--- src/rtl/interp_fir_x4.sv ---
// Interpolate-by-4 polyphase FIR: 16 taps, 4 phases of 4 taps, one shared multiplier.
// Each accepted input yields four outputs (phase 0..3), each computed over 4 MAC cycles.
module interp_fir_x4 #(
    parameter int WIDTH = 16
) (
    input  logic                    clk,
    input  logic                    rst,
    input  logic                    valid_i,
    output logic                    ready_o,
    input  logic signed [WIDTH-1:0] data_i,
    output logic                    valid_o,
    input  logic                    ready_i,
    output logic signed [WIDTH-1:0] data_o
);

    localparam int AW = 2 * WIDTH + 2;
    localparam logic signed [AW-1:0] SAT_MAX = AW'((64'sd1 <<< (WIDTH - 1)) - 64'sd1);
    localparam logic signed [AW-1:0] SAT_MIN = ~SAT_MAX;

    typedef enum logic [1:0] {
        IDLE = 2'd0,
        MAC  = 2'd1,
        OUT  = 2'd2
    } state_t;

    state_t                  state;
    logic [1:0]              phase;
    logic [1:0]              tap;
    logic signed [AW-1:0]    acc;
    logic signed [WIDTH-1:0] x [4];

    logic signed [WIDTH-1:0]   coef;
    logic signed [2*WIDTH-1:0] coef_ext;
    logic signed [2*WIDTH-1:0] samp_ext;
    logic signed [2*WIDTH-1:0] prod;
    logic signed [AW-1:0]      acc_sum;
    logic signed [AW-1:0]      acc_shift;
    logic signed [WIDTH-1:0]   sat_val;

    // Coefficient index is 4*tap + phase, i.e. the concatenation {tap, phase}.
    always_comb begin
        coef = '0;
        case ({tap, phase})
            4'd1:  coef = WIDTH'(83);
            4'd2:  coef = WIDTH'(188);
            4'd3:  coef = WIDTH'(481);
            4'd4:  coef = WIDTH'(1030);
            4'd5:  coef = WIDTH'(1818);
            4'd6:  coef = WIDTH'(2734);
            4'd7:  coef = WIDTH'(3600);
            4'd8:  coef = WIDTH'(4222);
            4'd9:  coef = WIDTH'(4448);
            4'd10: coef = WIDTH'(4222);
            4'd11: coef = WIDTH'(3600);
            4'd12: coef = WIDTH'(2734);
            4'd13: coef = WIDTH'(1818);
            4'd14: coef = WIDTH'(1030);
            4'd15: coef = WIDTH'(481);
            default: coef = '0;
        endcase
    end

    always_comb begin
        coef_ext  = (2 * WIDTH)'(coef);
        samp_ext  = (2 * WIDTH)'(x[tap]);
        prod      = coef_ext * samp_ext;
        acc_sum   = acc + AW'(prod);
        // Shift by 13 rather than 15 restores the x4 gain lost to zero-stuffing.
        acc_shift = acc_sum >>> 13;
        if (acc_shift > SAT_MAX) begin
            sat_val = SAT_MAX[WIDTH-1:0];
        end else if (acc_shift < SAT_MIN) begin
            sat_val = SAT_MIN[WIDTH-1:0];
        end else begin
            sat_val = acc_shift[WIDTH-1:0];
        end
    end

    always_ff @(posedge clk) begin
        if (rst) begin
            state   <= IDLE;
            phase   <= '0;
            tap     <= '0;
            acc     <= '0;
            data_o  <= '0;
            valid_o <= 1'b0;
            ready_o <= 1'b1;
            for (int i = 0; i < 4; i++) begin
                x[i] <= '0;
            end
        end else begin
            case (state)
                IDLE: begin
                    if (valid_i) begin
                        x[0]    <= data_i;
                        x[1]    <= x[0];
                        x[2]    <= x[1];
                        x[3]    <= x[2];
                        phase   <= '0;
                        tap     <= '0;
                        acc     <= '0;
                        ready_o <= 1'b0;
                        state   <= MAC;
                    end
                end
                MAC: begin
                    acc <= acc_sum;
                    if (tap == 2'd3) begin
                        data_o  <= sat_val;
                        valid_o <= 1'b1;
                        state   <= OUT;
                    end else begin
                        tap <= tap + 2'd1;
                    end
                end
                OUT: begin
                    if (ready_i) begin
                        valid_o <= 1'b0;
                        if (phase == 2'd3) begin
                            ready_o <= 1'b1;
                            state   <= IDLE;
                        end else begin
                            phase <= phase + 2'd1;
                            tap   <= '0;
                            acc   <= '0;
                            state <= MAC;
                        end
                    end
                end
                default: begin
                    valid_o <= 1'b0;
                    ready_o <= 1'b1;
                    state   <= IDLE;
                end
            endcase
        end
    end

endmodule

--- config.mk ---
export PLATFORM = sky130hd
export DESIGN_NAME = interp_fir_x4
export DESIGN_NICKNAME = d
export VERILOG_FILES = /design/src/rtl/interp_fir_x4.sv
export SDC_FILE = /design/constraint.sdc
export NUM_CORES = 1
export LEC_CHECK = 0
export ABC_AREA = 1
export BUFFER_PORTS_ARGS = -buffer_cell sky130_fd_sc_hd__buf_2
export CORE_ASPECT_RATIO = 0.5
export CORE_MARGIN = 5
export CORE_UTILIZATION = 50
export DETAILED_ROUTE_END_ITERATION = 10
export HOLD_SLACK_MARGIN = 0.08
export PLACE_DENSITY = 0.74
export RECOVER_POWER = 50
export SLEW_MARGIN = 20
export SYNTH_ARGS = -nofsm -noshare
export SYNTH_HDL_FRONTEND = slang
export SYNTH_SLANG_ARGS = --single-unit
--- constraint.sdc ---
create_clock -name clk -period 8.9 [get_ports clk]
set_input_delay 1.78 -clock clk [delete_from_list [all_inputs] [get_ports clk]]
set_output_delay 1.78 -clock clk [all_outputs]
set_load 0.1 [all_outputs]
### After elaboration in Yosys (flattened, before gate mapping)

Memories as Yosys holds them, arrays and structs flattened. A register that Yosys moved wholly into a read port is not among the register bits.
Index checks and enable logic that the tools add are counted.

| operators by class | value |
|---|---|
| $add $sub $neg | 3 |
| $mul | 1 |
| $lt $le $gt $ge | 2 |
| equal/unequal tests | 10 |
| mux-type cells | 38 |
| bitwise operators | 6 |
| reduce and logical (&&, ||, !) cells | 10 |

Operators with widths:

| cell | count |
|---|---|
| $mux W34 | 3 |
| $pmux W34 S3 | 1 |
| $mux W16 | 6 |
| $add A34 B32 Y34 | 1 |
| $mul A16 B16 Y32 | 1 |
| $mux W2 | 11 |
| $gt A21 B16 Y1 const B | 1 |
| $lt A21 B16 Y1 const B | 1 |
| $mux W1 | 12 |
| $ne A2 B2 Y1 const B | 6 |
| $pmux W2 S3 | 2 |
| $reduce_and A4 Y1 | 3 |
| $eq A2 B2 Y1 const B | 3 |
| $pmux W1 S3 | 2 |
| $reduce_and A3 Y1 | 2 |
| $reduce_and A5 Y1 | 1 |
| $add A2 B1 Y2 const B | 2 |
| $or A1 B1 Y1 | 4 |
| $pmux W2 S2 | 1 |
| $reduce_bool A3 Y1 | 1 |
| $eq A2 B1 Y1 const B | 1 |
| $logic_not A2 Y1 | 1 |
| $not A1 Y1 | 2 |
| $reduce_and A2 Y1 | 1 |
| $reduce_bool A2 Y1 | 1 |

| storage, ports and cells | value |
|---|---|
| register bits after elaboration | 58 |
| bits in writable memories | 64 |
| ROM bits | 208 |
| input bits | 20 |
| output and inout port bits | 18 |
| word-level logic and storage cells | 79 |
| memories | 2 |

Memories:

| name | depth | width | read ports | clocked after memory_dff | wr ports | line | source |
|---|---|---|---|---|---|---|---|
| (no name shown) | 16 | 13 | 1 | 0 | 0 | 43 | `case ({tap, phase})` |
| x | 4 | 16 | 4 | 1 | 4 | 30 | `logic signed [WIDTH-1:0] x [4];` |

### Depth between registers and ports, before layout

Gate-level depths: netlist (run 1).

| logic depth | value |
|---|---|
| depth after elaboration | 6 |
| gate-level depth with buffers | 38 |
| mapped depth without buffers | 36 |

### Least setup slack after synthesis (run 1)

Ideal clock, no wire load.

| path | value |
|---|---|
| kind | reg-to-reg |
| start point | register phase[1] |
| end point | register data_o[10] |
| library setup time | 124 ps |
| arrival | 6477 ps |
| required time | 8776 ps |
| setup slack | 2299 ps |
| cell stages (with the launch flop) | 34 |
| period minus slack after synthesis | 6601 ps |
| cell sequence | dfxtp_1 > inv_1 > ha_1 > nor2_1 > nor2_1 > o21ai_0 > clkbuf_1 > nor2_1 > fa_1 > inv_1 > fa_1 > fa_1 > inv_1 > fa_1 > fa_1 > inv_1 > fa_1 > inv_1 > ha_1 > nand2_1 > inv_1 > nand2_1 > nand2_1 > a21oi_1 > nand2_2 > nand2_2 > nand2_1 > nand2_2 > nand2_4 > nor2_1 > nand3_2 > a21oi_4 > buf_8 > a21oi_2 |

| between the ends | value |
|---|---|
| cells in the longest elaborated chain, start to end | 6 |
| elaborated cells on any way between the ends | 7 |

RTL lines:

| item | line | source |
|---|---|---|
| start: declaration | 27 | `logic [1:0] phase;` |
| start signal: assignment | 123 | `phase <= phase + 2'd1;` |
| $mem_v2 Z16 W13 * | -- |  |
| $mul A16 B16 Y32 * | 66 | `prod = coef_ext * samp_ext;` |
| $add A34 B32 Y34 * | 67 | `acc_sum = acc + AW'(prod);` |
| $lt A21 B16 Y1 | 72 | `end else if (acc_shift < SAT_MIN) begin` |
| $mux W16 | 72 |  |
| $mux W16 * | 70 | `if (acc_shift > SAT_MAX) begin` |
| end signal: assignment | 109 | `data_o <= sat_val;` |
| end: declaration | 13 | `output logic signed [WIDTH-1:0] data_o` |

Every way passes the cells marked *; elsewhere a longest branch is shown, timed or not.
A chain may end at the register's enable or synchronous reset.

==> results of run 1 <==
flip-flops by register name (all words and copies together) (netlist names), named ones only:
register,flops
acc,34
data_o,16
phase,2
ready_o,1
state,2
tap,2
valid_o,1
x,64
layout make-up:
cell class / instances / area share, %
clock buffers: 17 / 2.684
clock inverters: 15 / 0.9553
inverters: 496 / 11.76
multi-input cells: 1242 / 59.75
flip-flops and latches: 124 / 19.71
well taps: 391 / 3.087
repair buffers: 60 / 2.061
critical path: cells and delay by family (launching register included):
kind                       cells  cell delay (ns)
DFF                            1             0.52
AOI/OAI and AO/OA              5             1.14
adders and majority gates      7             3.46
and+or+nand+nor               10             1.51
buffers and inverters          6             0.79
synthesized netlist by cell type (2+ instances only):
cell type	instances
a21oi_1	86
a21o_1	4
dfxtp_1	60
nor2_2	8
a32oi_1	7
nand3_2	7
and2_1	2
nand2_4	3
clkinv_1	5
a31oi_1	3
fa_1	182
a211oi_1	3
nor2_1	257
o22ai_1	3
nand3_1	31
xor2_1	9
buf_4	2
a21oi_2	11
nand2_2	24
clkbuf_1	44
ha_1	134
o211ai_1	3
o21ai_0	47
or2_2	13
inv_1	482
nand2_1	390
edfxtp_1	64
inv_2	8
xnor2_1	7
metal layers:
| metal | track usage [%] | wire, µm |
|---|---|---|
| met1 | 33.34 | 16810 |
| met2 | 33.17 | 15300 |
| met3 | 6.102 | 3175 |
| met4 | 5.934 | 754 |
| met5 | 0 | 0 |
per-stage QoR:
step | utilization [%] | instances | setup slack (ns) | area (µm²)
after global routing | 54.73 | 2345 | 0.7128 | 15850
after CTS | 54.85 | 2345 | 1.377 | 15880
after global placement | 52.86 | 2313 | 1.465 | 15310
after floorplan | - | 1912 | 2.299 | 14680
after detailed placement | 52.86 | 2313 | 1.418 | 15310
final | 54.73 | 2345 | 1.300 | 15850
path summary, 6_finish.rpt:
path / startpoint / endpoint / slack (ns) / depth (start not counted)
setup reg to reg: flip-flop / data_o[14] / 1.30 / 28
setup / recovery: flip-flop / data_o[14] / 1.30 / 28
hold / removal: acc[26] / acc[26] / 0.46 / 2
hold reg to reg: acc[26] / acc[26] / 0.46 / 2
logic make-up after synthesis:
group           share of synthesized area [%]
compound gates                          6.767
buf+inv                                 14.27
flops                                   21.27
simple gates                            20.50
xor+xnor                               0.9545
fa+ha+maj                               36.24
power breakdown:
part	total (mW)	switching [mW]	internal [mW]
registers	0.700	0.0378	0.663
clock network	0.700	0.307	0.393
logic	3.01	1.98	1.03
total	4.41	2.32	2.09
==> metrics.yaml, run 1 <==
synth-main-ff-cell: "edfxtp_1"
failed_checks: "capacitance limit, slew limit"
maxSlewHeadroom_pct: -134.7
power.leakage_nw: 8.331
grt_max_degree: 65
clock_latency_ns: 0.45
crit_top_cell: "nand2_1"
drv_cap: 3
synth_cell_types: 42
h-tree-depth: 4
yosys-top-cells-area: "fa_1 25%, edfxtp_1 13%, inv_1 12%"
clockBufferDepth: 2
area_growth_pct: 7.943
crit_fanout: 25
rsz0062_at_grt: "no"
vias_per_cell: 5.008
grt_overflow: 0
final_nets: 2277
clk_transition_reported_paths_ns: 0.06
cpPeakStageDelay_ns: 0.60
port_buffers: 37
post-cts-setup-buffer-count: 0
remaining_drc_errors: 0
slowest_stage: "fa_1"
start_util_pct: 50.70
max_freq_mhz: 131.6
hpwl_um: 28310
synth_area_um2: 14680
die_area_um2: 33100
rows: 44
ctsResizeCount: 0
drt_iter0_drc: 978
multi_input_area_um2: 9469
power_density_nw_per_um2: 278.3
ys_ff_latch: 124
synth_edf_count: 64
drt_wl_total_um: 36040
io_pins: 38
fp.dieW_um: 252.3
fin_crit_ns: 7.600
place.gp.congestion: 0.9469
yosysTopAreaCellShare_pct: 24.82
final_common_cell: "inv_1"
p_total_mw: 4.410
numClockSinks: 124
grtUsageTotal_pct: 22.63
layout_common_cells: "483 x inv_1, 389 x nand2_1, 256 x nor2_1"
yosysWarningCount: 0
register_area_um2: 3123
antenna_cells: 0
dieHeight_um: 131.2
via_count: 11740
min_path_type: "reg -> reg"
cts_tree: "built"
endpoint_kind: "flip-flop"
grt_pass1_vias: 11650
critPathLaunchType: "flip-flop"
drtAntennaViolNets: 0
syn_nets: 2248
report.final.slew_viol_count: 173
dr.pass1.iters: 7
setup_violations: 0
worst_ir_drop_vdd_mv: 0.2430
root_buffer: "clkbuf_16"
finalHoldViolations: 0
grt_pass1_wl_um: 60310
setup_tns_ns: 0
arrival_ns: 7.90
core_area_um2: 28960
skew_ns: 0.01670
drive_above_1_share_pct: 7.677
cts-hold-fix-buffers: 0
synth.largest_area_cell: "fa_1"
avgSynthCellArea_um2: 7.679
async_flop_share_pct: 0
path_class: "reg -> reg"
syn_inst: 1912
wl_per_cell_um: 15.37
numCtsBuffers: 17
status: "finished with violations"
holdWs_ns: 0.4643
required_ns: 9.20
tightest_slew_ns: 3.521
fillCellCount: 2695
finalCritPeriodShare_pct: 85.40
yosysSeqAreaShare_pct: 21.27
antenna_found_initial: 0
No activity file was read; power rests on OpenSTA's default activity.
==> run 2, diff against run 1 <==
Settings changed: ABC_AREA 1 to default.
==> run 2 against run 1 <==
  * The flow still finishes with violations (capacitance limit, slew limit)
  * Combinational power fell by 68%
  * Register-to-register slack got worse by 0.65 ns
  * Clock skew rose by 0.0068 ns
  * Critical path type unchanged
  * Largest power group unchanged
  * Flip-flop and latch count did not move
  * Non-clock buffer count rose by 11
  * Wire length fell by 7.2%
  * Synthesized area fell by 3.6%
  * Sequential power fell by 3.4%
  * Via count fell by 8.3%
  * Synthesized cell count fell by 19%
==> metrics.yaml, run 2 <==
fin_crit_ns: 8.250
maxSlewHeadroom_pct: -125.4
ys_ff_latch: 124
place.gp.congestion: 0.9772
synth_area_um2: 14160
crit_top_cell: "fa_1"
vias_per_cell: 5.434
drt_wl_total_um: 33440
synth.largest_area_cell: "fa_1"
yosysWarningCount: 0
drt_iter0_drc: 953
max_freq_mhz: 121.2
numClockSinks: 124
yosysSeqAreaShare_pct: 22.06
worst_ir_drop_vdd_mv: 0.1371
crit_fanout: 15
arrival_ns: 8.54
tightest_slew_ns: 3.382
status: "finished with violations"
top_regs: "x: 64 flops, acc: 34 flops, data_o: 16 flops"
synth_edf_count: 64
skew_ns: 0.02352
drv_cap: 3
h-tree-depth: 4
largest_reg_flops: 64
die_area_um2: 31990
finalCritPeriodShare_pct: 92.69
via_count: 10760
final_common_cell: "inv_1"
ctsResizeCount: 0
grtUsageTotal_pct: 22.49
avgSynthCellArea_um2: 9.094
drtAntennaViolNets: 0
hpwl_um: 26050
fp.dieW_um: 248.0
syn_inst: 1557
root_buffer: "clkbuf_16"
grt_pass1_vias: 11280
syn_nets: 1893
cts-hold-fix-buffers: 0
final_nets: 1922
failed_checks: "capacitance limit, slew limit"
remaining_drc_errors: 0
rsz0062_at_grt: "no"
core_area_um2: 27820
report.final.slew_viol_count: 191
clock_latency_ns: 0.44
clk_transition_reported_paths_ns: 0.06
start_util_pct: 50.91
endpoint_kind: "flip-flop"
setup_violations: 0
yosysTopAreaCellShare_pct: 25.73
placedCellCount: 1949
wl_per_cell_um: 16.88
setup_tns_ns: 0
cts_tree: "built"
critical_path.top_delay_family: "adder cells"
power_density_nw_per_um2: 151.8
numCtsBuffers: 17
path_class: "reg -> reg"
post-cts-setup-buffer-count: 0
synth-main-ff-cell: "edfxtp_1"
critPathLaunchType: "flip-flop"
required_ns: 9.19
antenna_cells: 0
antenna_found_initial: 0
finalHoldViolations: 0
synth_common_cells: "302 x inv_1, 207 x nor2_1, 182 x fa_1, 134 x ha_1, 121 x nand2_1"
slowest_stage: "o311ai_0"
yosys-top-cells-area: "fa_1 26%, edfxtp_1 14%, ha_1 12%"
layoutNonFillerInstCount: 1981
async_flop_share_pct: 0
grt_max_degree: 65
power.leakage_nw: 7.234
synth_cell_types: 69
clockBufferDepth: 2
path_buf_inv: 7
min_path_type: "reg -> reg"
dieHeight_um: 129.0
area_growth_pct: 8.395
grt_overflow: 0
dr.pass1.iters: 6
grt_pass1_wl_um: 56480
io_pins: 38
rows: 43
synth_most_common_cell: "inv_1"
port_buffers: 37
max_flop_register: "x"
drive_above_1_share_pct: 8.193
layout_common_cells: "302 x inv_1, 206 x nor2_1, 182 x fa_1"
cpPeakStageDelay_ns: 0.65
run 2: cell types whose count changed after synthesis, sizes merged, moves of 13 or more:
cell    previous run  this run
a211oi             3        25
a21oi             98        52
a22oi              1        30
and2               2        71
inv              490       303
mux2               0        16
mux2i              0        16
nand2            417       123
nand2b             0        15
nand3             38        11
nor2             266       207
nor3               1        17
o21a               0        13
run 2: final cells by class:
cell class              instances  area, µm²
repair buffers                 71      406.6
fillers                      2509      12470
clock inverters                14      157.7
inverters                     303       1137
flip-flops and latches        124       3123
well taps                     382      478.0
multi-input cells            1069       9617
clock buffers                  18      429.2
run 2: final timing paths:
kind	startpoint	endpoint	slack (ns)	cells after the start
setup / recovery	phase[0]	data_o[1]	0.65	28
hold reg to reg	acc[23]	acc[23]	0.48	2
hold / removal	acc[23]	acc[23]	0.48	2
setup reg to reg	phase[0]	data_o[1]	0.65	28
run 2: where the power goes:
part | switching, mW | internal, mW
sequential | 0.0279 | 0.648
clock | 0.284 | 0.418
combinational | 0.616 | 0.337
run 2: worst min-delay path, stage by stage, from the launching register on:
cell and delay, ns:
dfxtp_1 0.33, nand2_1 0.06, a21oi_1 0.05
run 2: through the flow:
step | setup slack [ns] | power (mW) | util (%) | hold slack (ns) | instance area (µm²)
CTS | 0.7949 | 2.332 | 55.35 | 0.4835 | 15390
global route | 0.2003 | 2.503 | 55.18 | 0.5135 | 15350
finish | 0.6502 | 2.331 | 55.18 | 0.4777 | 15350
global placement | 0.9745 | 1.603 | 53.24 | 0.4698 | 14810
detailed placement | 0.8238 | 1.622 | 53.24 | 0.4751 | 14810
floorplan | 0.9851 | 1.399 | - | 0.4538 | 14160
run 2: cell families after synthesis:
family	Yosys count	synth area share, %
compound gates	217	10.52
xor+xnor	26	1.608
fa+ha+maj	316	37.57
buf+inv	364	10.21
flops	124	22.06
mux	35	2.907
simple gates	475	15.13
run 2: layer usage:
layer	wire length [µm]	vias to the layer above	global-route usage, %
li1	-	5049	-
met2	15180	390	36.91
met1	14660	5257	30.27
met3	2784	68	5.334
met5	0	-	0
met4	808	0	6.226
